**src/rtl/key_repeat_ctrl.sv**
```systemverilog
// rtl/key_repeat_ctrl.sv - per-channel button debounce with auto-repeat press pulses
module key_repeat_ctrl #(
  parameter int             N             = 3,
  parameter int             DEBOUNCE      = 4,
  parameter int             REPEAT_DELAY  = 30,
  parameter int             REPEAT_PERIOD = 8,
  parameter logic [N-1:0]   REPEAT_MASK   = 3'b011
) (
  input  logic         clk,
  input  logic         rst_n,
  input  logic         tick,
  input  logic [N-1:0] btn_in,
  output logic [N-1:0] held,
  output logic [N-1:0] press
);

  localparam int TMAX = (REPEAT_DELAY > REPEAT_PERIOD) ? REPEAT_DELAY : REPEAT_PERIOD;
  localparam int CW   = $clog2(DEBOUNCE + 1);
  localparam int TW   = $clog2(TMAX + 1);

  localparam logic [CW-1:0] CNT_LAST = CW'(DEBOUNCE - 1);
  localparam logic [TW-1:0] DLY_LAST = TW'(REPEAT_DELAY - 1);
  localparam logic [TW-1:0] PER_LAST = TW'(REPEAT_PERIOD - 1);

  localparam logic [1:0] IDLE   = 2'd0;
  localparam logic [1:0] DELAY  = 2'd1;
  localparam logic [1:0] REPEAT = 2'd2;

  logic [CW-1:0] cnt   [N];
  logic [CW-1:0] cnt_d [N];
  logic [TW-1:0] tmr   [N];
  logic [TW-1:0] tmr_d [N];
  logic [1:0]    st    [N];
  logic [1:0]    st_d  [N];
  logic [N-1:0]  held_d;
  logic [N-1:0]  pulse;

  always_comb begin
    held_d = held;
    pulse  = '0;
    for (int i = 0; i < N; i++) begin
      cnt_d[i] = cnt[i];
      tmr_d[i] = tmr[i];
      st_d[i]  = st[i];
      if (tick) begin
        if (btn_in[i] == held[i]) begin
          cnt_d[i] = '0;
        end else if (cnt[i] == CNT_LAST) begin
          held_d[i] = btn_in[i];
          cnt_d[i]  = '0;
        end else begin
          cnt_d[i] = cnt[i] + 1'b1;
        end

        // FSM sees this tick's debounced level; release wins over timer expiry
        case (st[i])
          IDLE: begin
            if (held_d[i] && !held[i]) begin
              pulse[i] = 1'b1;
              tmr_d[i] = '0;
              st_d[i]  = DELAY;
            end
          end
          DELAY: begin
            if (!held_d[i]) begin
              st_d[i]  = IDLE;
              tmr_d[i] = '0;
            end else if (REPEAT_MASK[i]) begin
              if (tmr[i] == DLY_LAST) begin
                pulse[i] = 1'b1;
                tmr_d[i] = '0;
                st_d[i]  = REPEAT;
              end else begin
                tmr_d[i] = tmr[i] + 1'b1;
              end
            end
          end
          REPEAT: begin
            if (!held_d[i]) begin
              st_d[i]  = IDLE;
              tmr_d[i] = '0;
            end else if (tmr[i] == PER_LAST) begin
              pulse[i] = 1'b1;
              tmr_d[i] = '0;
            end else begin
              tmr_d[i] = tmr[i] + 1'b1;
            end
          end
          default: begin
            st_d[i]  = IDLE;
            tmr_d[i] = '0;
          end
        endcase
      end
    end
  end

  always_ff @(posedge clk) begin
    if (!rst_n) begin
      held  <= '0;
      press <= '0;
      for (int i = 0; i < N; i++) begin
        cnt[i] <= '0;
        tmr[i] <= '0;
        st[i]  <= IDLE;
      end
    end else begin
      held  <= held_d;
      press <= pulse;
      for (int i = 0; i < N; i++) begin
        cnt[i] <= cnt_d[i];
        tmr[i] <= tmr_d[i];
        st[i]  <= st_d[i];
      end
    end
  end

endmodule

```
**config.mk**
```make
export PLATFORM = sky130hd
export DESIGN_NAME = key_repeat_ctrl
export DESIGN_NICKNAME = d
export VERILOG_FILES = /design/src/rtl/key_repeat_ctrl.sv
export SDC_FILE = /design/constraint.sdc
export NUM_CORES = 1
export LEC_CHECK = 0
export CORE_MARGIN = 5
export CORE_UTILIZATION = 45
export CTS_CLUSTER_SIZE = 10
export DETAILED_ROUTE_END_ITERATION = 8
export GPL_TIMING_DRIVEN = 0
export PLACE_DENSITY_LB_ADDON = 0.15
export SYNTH_ARGS = -nofsm -noshare
export SYNTH_HDL_FRONTEND = slang
export SYNTH_SLANG_ARGS = --single-unit
```
**constraint.sdc**
```tcl
create_clock -name clk -period 4.6 [get_ports clk]
set_clock_uncertainty 0.1 [all_clocks]
set_input_delay 0.92 -clock clk [delete_from_list [all_inputs] [get_ports clk]]
set_output_delay 0.92 -clock clk [all_outputs]
set_load 0.01 [all_outputs]
```
==> metrics.txt <==
outcome finished clean; clock tree buffer depth 2; final std cell area, no fill 2010 um^2; top achievable clock speed 0.394 GHz; synthesized cell area 1740 um^2; DR DRC count 0; DRT antenna net count 0; Synth top cells by count 30 x dfxtp_1, 21 x nand2_1, 18 x a21oi_1; total wire length 3.50 mm; final setup vio count 0; Worst-Skew Late Latency 280 ps; WL/cell around 13 um; Post-Synthesis Cells 211; max-cap violation count 0; final core utilization 54.6%; Antenna diodes 0; Die X approximately 70 um; met2 WL roughly 1.4 mm; crit path max fanout 10; Post CTS Setup Buffer Count 0; internal power 439 uW; Post-Syn Nets 234; Post-synth EDFFs 0; CTS tree built; sw frac 22.2%; Port Buffers 11; pwr/cell area 280 nW/um^2; register area share after synthesis 34.6%; row cnt 22; period utilisation layout 55.2%; initial antenna violation count 0; top cell type's share of synthesized area around a third; library cells used by synthesis 43; Synth warnings 0; worst-path cell chain clkdlybuf4s50_1 -> and4bb_1 -> o21ai_1 -> clkbuf_1 -> or4_1 -> a21oi_1; drt first pass iters 5; net load switching power 125 uW; Rel. slew slack between 60% and 70%; GRT Total Usage 14.7%; Post-Syn Area per Cell a little over 8 um^2; hold_buf cts 0; pin count of the biggest net entering global routing 11; Area growth syn-to-layout 16.1%; total grt overflow 0; Async S/R FF share, synth 0%; Synth Flop Type dfxtp_1; post-cts repair resize count 0; CP max stage cell or4_1; fin nets 252; sequential power share between 40% and 50%; vias in the first global route roughly 1300; Clock Power Share 46.1%; slew of the pin with the lowest slew margin 547 ps; Final Max Tran Viols 0; worst path required time between 4000 and 5000 ps; Comb power frac 6.4%; Initial Util 47.0%; top post-synthesis cells by area dfxtp_1 35%, ha_1 12%, a21oi_1 5.2%; met3 WL post-DR 146 um; routability cong. 0.763; Metal-1 WL 1.85 mm; top-count cell post-synth dfxtp_1; Detailed Place HPWL about 2.5 mm; Min Hold Slack 334 ps; sum of negative setup slack 0 ps; via count 1443; Synth area leader dfxtp_1; CP arrival 2650 ps; first-pass GRT wire length 6.00 mm; top sig layer met4; TritonCTS Buffers 5; Via density between 5 and 6; Tmin final 2540 ps; crit path kind primary input to register; Yosys reg bits 30; H-tree depth 2; crit path launch type primary input; final hold violations 0; Post-DP Area 1910 um^2; cell family with most CP delay simple AND/OR/NAND/NOR gates; CP Buf/Inv Count 2; Initial DRC Count 81; Pleak 0.725 nW; Ports 12; die height 72.1 um; Reg clk slew, reported paths approximately 70 ps; die footprint 5200 um^2; CTS Root Buffer Type clkbuf_8; core area 3690 um^2; # fillers 366; unrepaired setup endpoints after global routing false; Worst Setup End Kind register; max incr delay on CP 540 ps; total chip power between 500 and 600 uW; proportion of layout cells with a drive suffix above 1 5.65%; worst vdd ir 0.122 mV; Sink Count 30; Worst Hold Class register to register
## state kept, by name (all words and copies together), names as in the netlist
signal and flops:
held 3, press 3, st 5, cnt 9, tmr 10
## placed cells by master, fill, tap and decap left out, drive strengths merged, types with 3 or more instances in the layout
| cell | Yosys | layout |
|---|---|---|
| and3 | 3 | 3 |
| mux2i | 4 | 4 |
| nand4 | 3 | 3 |
| nor2 | 16 | 16 |
| a21oi | 18 | 18 |
| clkbuf | 9 | 14 |
| inv | 11 | 11 |
| a22oi | 3 | 3 |
| nor2b | 6 | 6 |
| nand2b | 7 | 7 |
| o21ai | 9 | 9 |
| clkdlybuf4s50 | 0 | 11 |
| ha | 17 | 17 |
| o31ai | 3 | 3 |
| nor3 | 3 | 3 |
| nand2 | 21 | 21 |
| nand3 | 15 | 15 |
| nor3b | 3 | 3 |
| a211oi | 3 | 3 |
| dfxtp | 30 | 30 |
## path summary, 6_finish.rpt
kind	from	to	slack, ps	depth (start not counted)
worst min-delay path	st[0][4]$_SDFFE_PN0P_	press[2]$_SDFF_PN0_	330	1
worst max register to register	cnt[0][3]$_SDFFE_PN0P_	tmr[0][8]$_SDFFE_PN0P_	2610	6
worst min register to register	st[0][4]$_SDFFE_PN0P_	press[2]$_SDFF_PN0_	330	1
worst max-delay path	btn_in[1]	tmr[0][8]$_SDFFE_PN0P_	2060	6
## worst reg2reg max path: cells and delay by family (launching register included)
kind	cells	cell delay (ps)
and+or+nand+nor	2	620
muxes	1	190
AOI/OAI and AO/OA	2	460
DFF	1	320
adders and majority gates	1	230
## through the flow
stage	setup slack [ps]	cells
global placement	1780	270
floorplan	2470	211
finish	2060	278
global route	1940	278
detailed placement	1800	270
CTS	2080	278
## per-layer routing
metal,global-route usage (%),vias up
met5,0,-
met4,6.26,0
met3,4.99,7
met2,20.9,21
met1,20.0,629
li1,-,786
## final cells by class
cell class	instances	area (um^2)	share of cell area (%)
multi-input cells	160	1050	52.4
flip-flops and latches	30	601	29.8
repair buffers	11	110	5.47
clock buffers	5	68.8	3.42
well taps	48	60.1	2.98
inverters	11	41.3	2.05
clock inverters	3	40.0	1.99
plain buffers	10	38.8	1.93
## power groups by stage
stage	logic, mW	registers, mW	clock network (mW)
floorplan	0.0213	0.273	0
global placement	0.0363	0.274	0
detailed placement	0.0363	0.274	0
CTS	0.0364	0.268	0.269
global route	0.0404	0.268	0.283
finish	0.0362	0.268	0.260
## cell families (layout without fill, tap and decap cells)
group | Yosys count | after routing | synth area share [%]
simple gates | 90 | 90 | 28.2
mux | 5 | 5 | 2.96
compound gates | 45 | 45 | 15.9
buf+inv | 21 | 40 | 4.61
flops | 30 | 30 | 34.6
fa+ha+maj | 17 | 17 | 12.3
xor+xnor | 3 | 3 | 1.51
(Power assumes the default switching activity.)
